**config.mk**
```make
export PLATFORM = sky130hd
export DESIGN_NAME = serial_rx
export DESIGN_NICKNAME = d
export VERILOG_FILES = /design/src/rtl/serial_rx.sv
export SDC_FILE = /design/constraint.sdc
export NUM_CORES = 1
export LEC_CHECK = 0
export CORE_UTILIZATION = 62
export DETAILED_ROUTE_END_ITERATION = 7
export PLACE_DENSITY = 0.91
export SETUP_SLACK_MARGIN = 0.1
export SYNTH_ARGS = -nofsm -noshare
export SYNTH_HDL_FRONTEND = slang
export SYNTH_SLANG_ARGS = --single-unit
```
**constraint.sdc**
```tcl
create_clock -name clk_usb -period 5.4 [get_ports clk_usb]
set_input_delay 1.08 -clock clk_usb [delete_from_list [all_inputs] [get_ports clk_usb]]
set_output_delay 1.08 -clock clk_usb [all_outputs]
set_load 0.01 [all_outputs]
```
**src/rtl/serial_rx.sv**
```systemverilog
`default_nettype none
// ============================================================================
// Module      : serial_rx
// Description : 8N1 UART receiver with two-flop input synchronizer and
//               pulsed byte/frame/parity status. Optional even-parity
//               bit enabled by defining SERIAL_RX_PARITY_EN.
// Revision    : 1.0 - initial release
// ============================================================================
module serial_rx #(
    parameter int CLKS_PER_BIT = 96
) (
    input  logic       clk_usb,
    input  logic       reset,
    input  logic       rx,
    output logic [7:0] reg_usb_data_in,
    output logic       byte_ready,
    output logic       frame_error,
    output logic       parity_error,
    output logic       rx_busy
);

    localparam logic [15:0] c_HALF_M1 = 16'(CLKS_PER_BIT / 2 - 1);
    localparam logic [15:0] c_FULL_M1 = 16'(CLKS_PER_BIT - 1);

    localparam logic [2:0] c_S_IDLE      = 3'd0;
    localparam logic [2:0] c_S_START     = 3'd1;
    localparam logic [2:0] c_S_DATA      = 3'd2;
    localparam logic [2:0] c_S_STOP      = 3'd3;
    localparam logic [2:0] c_S_WAIT_HIGH = 3'd4;
`ifdef SERIAL_RX_PARITY_EN
    localparam logic [2:0] c_S_PARITY    = 3'd5;
`endif

    logic        r_rx_meta;
    logic        r_rx_s;
    logic [2:0]  r_state;
    logic [2:0]  w_state;
    logic [15:0] r_timer;
    logic [15:0] w_timer;
    logic [2:0]  r_index;
    logic [2:0]  w_index;
    logic [7:0]  r_shift;
    logic [7:0]  w_shift;
    logic [7:0]  r_data;
    logic [7:0]  w_data;
    logic        r_byte_ready;
    logic        w_byte_ready;
    logic        r_frame_error;
    logic        w_frame_error;
`ifdef SERIAL_RX_PARITY_EN
    logic        r_parity_bit;
    logic        w_parity_bit;
    logic        r_parity_error;
    logic        w_parity_error;
    logic        w_parity_ok;
`endif

    // Synchronizer idles at 1 so reset release never looks like a start bit
    always_ff @(posedge clk_usb or posedge reset) begin
        if (reset) begin
            r_rx_meta <= 1'b1;
            r_rx_s    <= 1'b1;
        end else begin
            r_rx_meta <= rx;
            r_rx_s    <= r_rx_meta;
        end
    end

    always_ff @(posedge clk_usb or posedge reset) begin
        if (reset) begin
            r_state        <= c_S_IDLE;
            r_timer        <= 16'd0;
            r_index        <= 3'd0;
            r_shift        <= 8'd0;
            r_data         <= 8'd0;
            r_byte_ready   <= 1'b0;
            r_frame_error  <= 1'b0;
`ifdef SERIAL_RX_PARITY_EN
            r_parity_bit   <= 1'b0;
            r_parity_error <= 1'b0;
`endif
        end else begin
            r_state        <= w_state;
            r_timer        <= w_timer;
            r_index        <= w_index;
            r_shift        <= w_shift;
            r_data         <= w_data;
            r_byte_ready   <= w_byte_ready;
            r_frame_error  <= w_frame_error;
`ifdef SERIAL_RX_PARITY_EN
            r_parity_bit   <= w_parity_bit;
            r_parity_error <= w_parity_error;
`endif
        end
    end

`ifdef SERIAL_RX_PARITY_EN
    // Even parity: data bits plus parity bit must XOR to zero
    assign w_parity_ok = ~(^r_shift ^ r_parity_bit);
`endif

    always_comb begin
        w_state       = r_state;
        w_timer       = r_timer;
        w_index       = r_index;
        w_shift       = r_shift;
        w_data        = r_data;
        w_byte_ready  = 1'b0;
        w_frame_error = 1'b0;
`ifdef SERIAL_RX_PARITY_EN
        w_parity_bit   = r_parity_bit;
        w_parity_error = 1'b0;
`endif
        case (r_state)
            c_S_IDLE: begin
                if (!r_rx_s) begin
                    w_state = c_S_START;
                    w_timer = 16'd0;
                end
            end
            c_S_START: begin
                if (r_timer == c_HALF_M1) begin
                    w_timer = 16'd0;
                    w_index = 3'd0;
                    w_state = r_rx_s ? c_S_IDLE : c_S_DATA;
                end else begin
                    w_timer = r_timer + 16'd1;
                end
            end
            c_S_DATA: begin
                if (r_timer == c_FULL_M1) begin
                    w_timer          = 16'd0;
                    w_shift[r_index] = r_rx_s;
                    if (r_index == 3'd7) begin
`ifdef SERIAL_RX_PARITY_EN
                        w_state = c_S_PARITY;
`else
                        w_state = c_S_STOP;
`endif
                    end else begin
                        w_index = r_index + 3'd1;
                    end
                end else begin
                    w_timer = r_timer + 16'd1;
                end
            end
`ifdef SERIAL_RX_PARITY_EN
            c_S_PARITY: begin
                if (r_timer == c_FULL_M1) begin
                    w_timer      = 16'd0;
                    w_parity_bit = r_rx_s;
                    w_state      = c_S_STOP;
                end else begin
                    w_timer = r_timer + 16'd1;
                end
            end
`endif
            c_S_STOP: begin
                if (r_timer == c_FULL_M1) begin
                    w_timer = 16'd0;
                    // A bad stop bit wins over a parity mismatch
                    if (!r_rx_s) begin
                        w_frame_error = 1'b1;
                        w_state       = c_S_WAIT_HIGH;
                    end else begin
                        w_state = c_S_IDLE;
`ifdef SERIAL_RX_PARITY_EN
                        if (w_parity_ok) begin
                            w_byte_ready = 1'b1;
                            w_data       = r_shift;
                        end else begin
                            w_parity_error = 1'b1;
                        end
`else
                        w_byte_ready = 1'b1;
                        w_data       = r_shift;
`endif
                    end
                end else begin
                    w_timer = r_timer + 16'd1;
                end
            end
            c_S_WAIT_HIGH: begin
                if (r_rx_s) begin
                    w_state = c_S_IDLE;
                end
            end
            default: begin
                w_state = c_S_IDLE;
                w_timer = 16'd0;
                w_index = 3'd0;
            end
        endcase
    end

    assign reg_usb_data_in = r_data;
    assign byte_ready      = r_byte_ready;
    assign frame_error     = r_frame_error;
    assign rx_busy         = (r_state != c_S_IDLE);
`ifdef SERIAL_RX_PARITY_EN
    assign parity_error    = r_parity_error;
`else
    assign parity_error    = 1'b0;
`endif

endmodule
`default_nettype wire

```
Word-level counts from Yosys, hierarchy flattened

Index checks and enable logic that the tools add are counted.

Bits in registers: 42
Latch bits: 0
RAM bits: 0
Bits in read-only memories: 0
Bits of input ports: 3
Logic and storage cells: 65
Memories kept: 0

$add $sub $neg: 2
$mul: 0
Div/mod/pow operators: 0
Magnitude comparators: 2
Equal/unequal tests: 14
Shift operators: 0
Muxes and demuxes: 26
Bitwise logic cells: 2
Reductions and logical operators: 10

Operators by type and width:

| kind                                                | number |
|---|---|
| case mux 16 bit (4 select lines)                    | 1 |
| 2-to-1 mux 16 bit                                   | 3 |
| 2-to-1 mux 3 bit                                    | 10 |
| adder 16 x 1 -> 16 bit, second input constant       | 1 |
| == test 16 x 6 -> 1 bit, second input constant      | 1 |
| == test 16 x 7 -> 1 bit, second input constant      | 1 |
| case mux 3 bit (5 select lines)                     | 1 |
| inequality test 2 bit, second input constant        | 7 |
| case mux 3 bit (3 select lines)                     | 1 |
| bitwise mux 8 bit                                   | 1 |
| 2-to-1 mux 1 bit                                    | 7 |
| == test 3 x 2 -> 1 bit, second input constant       | 2 |
| == test 3 bit, second input constant                | 2 |
| AND reduction 6 bit                                 | 1 |
| < comparator 3 x 4 -> 1 bit, second input constant  | 1 |
| AND reduction 2 bit                                 | 2 |
| AND reduction 4 bit                                 | 1 |
| adder 3 x 1 -> 3 bit, second input constant         | 1 |
| demux 1 bit (select 3 bit)                          | 1 |
| == test 3 x 1 -> 1 bit, second input constant       | 1 |
| >= comparator 3 x 1 -> 1 bit, second input constant | 1 |
| logical NOT 3 bit                                   | 1 |
| AND reduction 3 bit                                 | 1 |
| nonzero test 3 bit                                  | 1 |
| 5 further kinds                                     | 6 |

Logic depth before layout (Yosys ltp)

Gate-level depths: netlist of run 1.

Depth after elaboration: 5
Depth in mapped cells: 7
Gate-level depth less buffers: 6

Least setup slack after synthesis of run 1

OpenSTA, ideal clock, no wires.

Kind: register to output
Start point: reg r_state[2]
End point: out rx_busy
Arrival: 916 ps
Required time: 4320 ps
Path slack: 3404 ps
Stages on the path, launching flop included: 3
Path buffers: 1
Cell sequence: dfrtp_1 -> clkbuf_1 -> or3_1

Cells in the longest elaborated chain, start to end: 1

Ends and longest elaborated chain:

| item                   | line | text |
|---|---|---|
| from (decl)            | 36   | `logic [2:0] r_state;` |
| from (signal assigned) | 71   | `r_state <= c_S_IDLE;` |
| from (signal assigned) | 83   | `r_state <= w_state;` |
| nonzero test 3 bit     | 199  | `assign rx_busy = (r_state != c_S_IDLE);` |
| to (decl)              | 19   | `output logic rx_busy` |

No other way between the ends.

Worst setup path after layout of run 1

Same ends and word-level chain as after synthesis.

==> results of run 1 <==
## through the flow
step	std cells	setup slack, ns	hold slack [ns]	area, µm²
3_5_place_dp	250	3.00	0.347	2270
6_report	258	2.60	0.365	2330
2_1_floorplan	201	3.35	0.345	2130
5_1_grt	258	2.54	0.371	2330
3_3_place_gp	250	3.05	0.347	2270
4_1_cts	258	2.59	0.365	2330
## cells by family after synthesis
| logic type | Yosys count | share of synthesized area |
|---|---|---|
| flops | 42 | 0.496 |
| xor+xnor | 1 | 0.00412 |
| simple gates | 78 | 0.212 |
| other cells | 1 | 0.00176 |
| fa+ha+maj | 4 | 0.0235 |
| compound gates | 39 | 0.122 |
| buf+inv | 15 | 0.0312 |
| mux | 21 | 0.110 |
## state kept, by name (all words and copies together) (netlist names)
signal and cells:
r_timer 16, r_rx_s 1, byte_ready 1, r_state 3
r_rx_meta 1, frame_error 1, reg_usb_data_in 8, r_shift 8
r_index 3
## worst paths after layout
check	startpoint	end	slack [ns]
setup / recovery	r_state[2]	rx_busy	2.60
hold / removal	r_rx_meta	r_rx_s	0.36
setup reg to reg	r_timer[0]	r_timer[15]	2.94
hold reg to reg	r_rx_meta	r_rx_s	0.36
max in group asynchronous	reset	r_timer[10]	3.90
min in group asynchronous	reset	r_shift[6]	1.13
## cell type report
type / count / share of cell area
flip-flops and latches: 42 / 0.451
multi-input cells: 144 / 0.431
repair buffers: 14 / 0.0590
well taps: 44 / 0.0236
clock buffers: 5 / 0.0161
inverters: 6 / 0.00965
clock inverters: 3 / 0.00912
## power by group
| group | switching, mW | internal [mW] | total [mW] | leakage, nW |
|---|---|---|---|---|
| combinational | 0.0174 | 0.00632 | 0.0237 | 0.460 |
| sequential | 0.00239 | 0.316 | 0.319 | 0.578 |
| clock | 0.109 | 0.0506 | 0.160 | 0.0312 |
| total | 0.129 | 0.373 | 0.502 | 1.07 |
## placed cells by master, fill, tap and decap left out, types with 3 or more instances in the layout
cell type | Yosys | final
clkdlybuf4s50_1 | 0 | 13
nor3_1 | 9 | 9
and3_1 | 8 | 8
ha_1 | 4 | 4
nand2_1 | 13 | 13
a22o_1 | 6 | 6
o21ai_0 | 5 | 5
nor2_1 | 10 | 10
nor4_1 | 7 | 7
dfrtp_1 | 40 | 40
a31oi_1 | 7 | 7
nand3_1 | 10 | 10
a21oi_1 | 10 | 10
mux2_2 | 18 | 18
or3_1 | 3 | 3
inv_1 | 6 | 6
clkbuf_4 | 0 | 5
nand2b_1 | 4 | 4
## critical path, cell delays in order (launching register included)
cell and delay [ns]:
dfrtp_1 0.49, or3_1 0.39, clkdlybuf4s50_1 0.48
## layer usage
metal / vias up / share of wire
li1: 765 / -
met1: 821 / 0.41
met2: 64 / 0.51
met3: 9 / 0.060
met4: 0 / 0.020
met5: - / 0
==> flow_metrics.py, run 1 <==
metrics = {
    "floorplanning": {
        "die_w_um": 60.6,
        "die_area_um2": 3670,
        "core-area_um2": 3150,
        "start_util": 0.674,
        "dieHeight_um": 60.6,
        "num_io_pins": 15,
        "rows": 20,
    },
    "global_route": {
        "grt_pass1_vias": 1569,
        "grt_use_met2": 0.430,
        "grt_antenna_before_repair": 0,
        "busiest_layer": "met2",
        "grt_overflow": 0,
        "grt_max_degree": 43,
        "grt_use_met1": 0.324,
        "grtUsageMet3": 0.0789,
        "grt_usage": 0.266,
        "grt_first_pass_wirelength_mm": 7.04,
    },
    "logic_synthesis": {
        "syn_area_um2": 2130,
        "yosys.area.top_type_share": 0.471,
        "yosys_warnings": 0,
        "ys_seq_area_frac": 0.496,
        "yosys-top-cells-area": "dfrtp_1, mux2_2, dfstp_2",
        "synth.most_common_cell": "dfrtp_1",
        "async_reset_ff_frac": 1.00,
        "synth_edf_count": 0,
        "synth_top_flop_cell": "dfrtp_1",
        "ys_types": 47,
        "yosys.area.top_type": "dfrtp_1",
        "syn_area_per_cell_um2": 10.6,
        "synthTopCellsByCount": "dfrtp_1, mux2_2, nand2_1",
        "synth_seq_cells": 42,
        "synth_cells": 201,
        "syn-num-nets": 208,
    },
    "cells_and_area": {
        "fin_util": 0.740,
        "nFillCells": 217,
        "area_growth_syn_to_layout_pct": 9.77,
        "antenna-diode-count": 0,
        "multi_input_comb_area_um2": 1010,
        "drive_above_1_share": 0.159,
        "nets": 220,
        "final-seq-area_um2": 1050,
    },
    "sta": {
        "finalCriticalPeriod_ns": 2.80,
        "max_freq_mhz": 357,
        "slew_viol_final": 0,
        "hold_viol": 0,
        "finClkSkew_ns": 0.0168,
        "worst_pin_slew_ns": 1.02,
        "tns_ns": 0,
        "rsz0062_at_grt": "no",
        "relSlewSlack": 0.321,
        "setup_violations": 0,
        "finalCritPeriodShare": 0.518,
    },
    "setup_path": {
        "crit_type": "register to primary output",
        "crit_path_end_kind": "primary output",
        "cp_max_fo": 9,
        "rr_worst_depth": 6,
        "crit_required_ns": 4.32,
        "cp-start-kind": "register",
        "cp.arrival_ns": 1.72,
    },
    "run": {
        "maxCapViolCount": 0,
    },
    "status": {
        "status": "finished, final reports clean",
    },
    "route": {
        "drt-initial-drc-count": 132,
        "routed_via_density": 6.43,
        "drc": 0,
        "dr_total_vias": 1659,
        "first_pass_iters": 4,
        "routed_wirelength_mm": 4.25,
        "final_antenna_net_count": 0,
        "wl_per_cell_um": 16.5,
    },
    "cts": {
        "hold_buffers": 0,
        "cts-root-buf": "clkbuf_4",
        "cts_resized": 0,
        "numCtsBuffers": 5,
        "cts_tree": "yes",
        "clkTransAtPathRegs_ns": 0.13,
        "htreeDepth": 2,
        "post_cts_buffers": 0,
        "clock_latency_ns": 0.37,
        "clkSinkCount": 42,
        "cts_buffer_depth": 2,
    },
    "placed_design": {
        "portBuffers": 13,
        "gp_routability_congestion": 0.796,
        "dp_hpwl_mm": 3.05,
    },
    "hold_path": {
        "min_path_cells": 0,
        "hold_class": "register to register",
    },
    "pwr": {
        "powerDensity_nw_per_um2": 215,
        "total_power_mw": 0.502,
        "ir_drop_uv": 182,
        "p_leak_nw": 1.07,
    },
}
Power figures use the tool's default switching activity.
==> run 2, diff against run 1 <==
--- a/config.mk
+++ b/config.mk
@@ -5,9 +5,9 @@
 export SDC_FILE = /design/constraint.sdc
 export NUM_CORES = 1
 export LEC_CHECK = 0
-export CORE_UTILIZATION = 62
+export CORE_UTILIZATION = 52
 export DETAILED_ROUTE_END_ITERATION = 7
-export PLACE_DENSITY = 0.91
+export PLACE_DENSITY = 0.83
 export SETUP_SLACK_MARGIN = 0.1
 export SYNTH_ARGS = -nofsm -noshare
 export SYNTH_HDL_FRONTEND = slang
==> constraint.sdc (replaced) <==
create_clock -name clk_usb -period 2.5 [get_ports clk_usb]
set_input_delay 0.5 -clock clk_usb [delete_from_list [all_inputs] [get_ports clk_usb]]
set_output_delay 0.5 -clock clk_usb [all_outputs]
set_load 0.01 [all_outputs]
==> flow_metrics.py, run 2 (synthesized netlist as in run 1, its figures left out) <==
metrics = {
    "cells_and_area": {
        "final_common_cell": "dfrtp_1",
        "fin_cells": 264,
        "fin_util": 0.627,
        "final_area_um2": 2380,
        "drive_above_1_share": 0.162,
        "largest_reg_flops": 16,
        "regMostFlops": "r_timer",
        "area_growth_syn_to_layout_pct": 12.0,
        "layout_common_cells": "dfrtp_1, mux2_2, nand2_1, clkdlybuf4s50_1",
        "antenna-diode-count": 0,
        "nets": 222,
    },
    "route": {
        "wl_per_cell_um": 14.8,
        "drt-initial-drc-count": 59,
        "routed_wirelength_mm": 3.91,
        "dr_total_vias": 1591,
        "routed_via_density": 6.03,
        "final_antenna_net_count": 0,
        "first_pass_iters": 4,
        "drc": 0,
    },
    "cts": {
        "hold_buffers": 0,
        "cts_tree": "yes",
        "cts-root-buf": "clkbuf_8",
        "clock_latency_ns": 0.30,
        "cts_buffer_depth": 2,
        "clkTransAtPathRegs_ns": 0.08,
        "htreeDepth": 2,
        "clkSinkCount": 42,
        "numCtsBuffers": 5,
        "post_cts_buffers": 0,
        "cts_resized": 0,
    },
    "sta": {
        "relSlewSlack": 0.584,
        "hold_viol": 0,
        "slew_viol_final": 0,
        "finClkSkew_ns": 0.0115,
        "rsz0062_at_grt": "no",
        "holdWs_ns": 0.357,
        "setup_violations": 0,
        "finalCritPeriodShare": 0.872,
        "worst_pin_slew_ns": 0.620,
        "max_freq_mhz": 459,
        "finalCriticalPeriod_ns": 2.18,
        "tns_ns": 0,
    },
    "setup_path": {
        "cp_max_fo": 9,
        "rr_worst_depth": 6,
        "r2r_slack_ns": 0.32,
        "crit_type": "register to register",
        "cp_top_family": "simple AND/OR/NAND/NOR gates",
        "worstReg2RegStart": "r_timer[0]",
        "cp-start-kind": "register",
        "cp_slowest_cell": "dfrtp_1",
        "rr_endpoint": "reg_usb_data_in[7]",
        "crit_buf_inv": 0,
        "cp_cell_sequence": "ha_1 > and3_1 > and4_4 > nand3_4 > nor3_4 > mux2_2",
        "crit_required_ns": 2.68,
        "cp.arrival_ns": 2.37,
        "crit_start": "r_timer[0]",
        "cp_slowest_stage_delay_ns": 0.43,
        "crit_path_end_kind": "register",
    },
    "pwr": {
        "powerDensity_nw_per_um2": 490,
        "comb_power_share": 0.044,
        "p_leak_nw": 1.09,
        "pwr-share-clk": 0.365,
        "intPower_mw": 0.895,
        "sw_frac_of_total": 0.232,
        "p_seq_frac": 0.591,
        "ir_drop_uv": 357,
        "power.switching_mw": 0.270,
    },
    "run": {
        "maxCapViolCount": 0,
    },
    "floorplanning": {
        "dieHeight_um": 65.9,
        "die_w_um": 65.9,
        "rows": 22,
        "die_area_um2": 4350,
        "start_util": 0.560,
        "core-area_um2": 3800,
        "num_io_pins": 15,
    },
    "global_route": {
        "grt_antenna_before_repair": 0,
        "grt_overflow": 0,
        "grt_usage": 0.218,
        "grt_pass1_vias": 1534,
        "grt_first_pass_wirelength_mm": 7.10,
        "grt_max_degree": 43,
    },
    "placed_design": {
        "placed_cells": 256,
        "gp_routability_congestion": 0.826,
        "dp_hpwl_mm": 2.65,
        "portBuffers": 13,
        "dpl_cell_area_um2": 2290,
    },
    "hold_path": {
        "min_to": "r_rx_s",
        "min-delay-start": "r_rx_meta",
        "hold_class": "register to register",
        "min_path_cells": 0,
    },
    "status": {
        "status": "finished, final reports clean",
    },
}
## run 2: cell count changes in the layout (fill, tap and decap cells not counted)
| cell | previous run | this run |
|---|---|---|
| buf_4 | 1 | 3 |
| clkinvlp_4 | 1 | 0 |
| clkbuf_1 | 0 | 1 |
| clkbuf_8 | 0 | 5 |
| clkbuf_4 | 5 | 0 |
## run 2: worst max-delay path by stage
stage	cells past startpoint	endpoint
after detailed placement	6	reg_usb_data_in[4]
after global placement	6	r_shift[0]
after CTS	6	reg_usb_data_in[7]
after global routing	6	r_shift[2]
final	6	reg_usb_data_in[7]
after floorplan	7	r_shift[0]
## run 2: power by group through the flow
| stage | clock, mW | sequential (mW) | combinational, mW |
|---|---|---|---|
| final | 0.425 | 0.688 | 0.0518 |
| after global routing | 0.469 | 0.689 | 0.0595 |
| after CTS | 0.439 | 0.688 | 0.0530 |
| after detailed placement | 0 | 0.702 | 0.0527 |
| after global placement | 0 | 0.701 | 0.0519 |
| after floorplan | 0 | 0.697 | 0.0410 |
## run 2: routing by layer
metal / vias up / part of all wire / GRT usage
met5: - / 0 / 0
met4: 0 / 0.028 / 0.114
met1: 786 / 0.49 / 0.306
li1: 761 / - / -
met3: 10 / 0.036 / 0.0534
met2: 34 / 0.44 / 0.311
## run 2: worst register-to-register path, stage by stage, from the launching register on
cell and delay, ns:
dfrtp_1 0.43, ha_1 0.16, and3_1 0.25, and4_4 0.29, nand3_4 0.10, nor3_4 0.43
mux2_2 0.41
## run 2: through the flow
step	setup slack [ns]	power [mW]
final	0.320	1.17
after global routing	0.169	1.22
after CTS	0.316	1.18
after detailed placement	0.333	0.754
after global placement	0.424	0.753
after floorplan	0.558	0.738
## run 2: cell type report
type	instances	area, µm²
multi-input combinational	144	1010
clock inverter	2	13.8
tap	48	60.1
clock buffer	6	72.6
sequential	42	1050
fill	314	1420
timing repair buffer	16	153
inverter	6	22.5
==> run 3, diff against run 2 <==
--- a/config.mk
+++ b/config.mk
@@ -6,6 +6,7 @@
 export NUM_CORES = 1
 export LEC_CHECK = 0
 export CORE_UTILIZATION = 52
+export CTS_CLUSTER_SIZE = 40
 export DETAILED_ROUTE_END_ITERATION = 7
 export PLACE_DENSITY = 0.83
 export SETUP_SLACK_MARGIN = 0.1
==> results of run 3 <==
The final DEF is identical to that of run 2; final timing and power are the same.
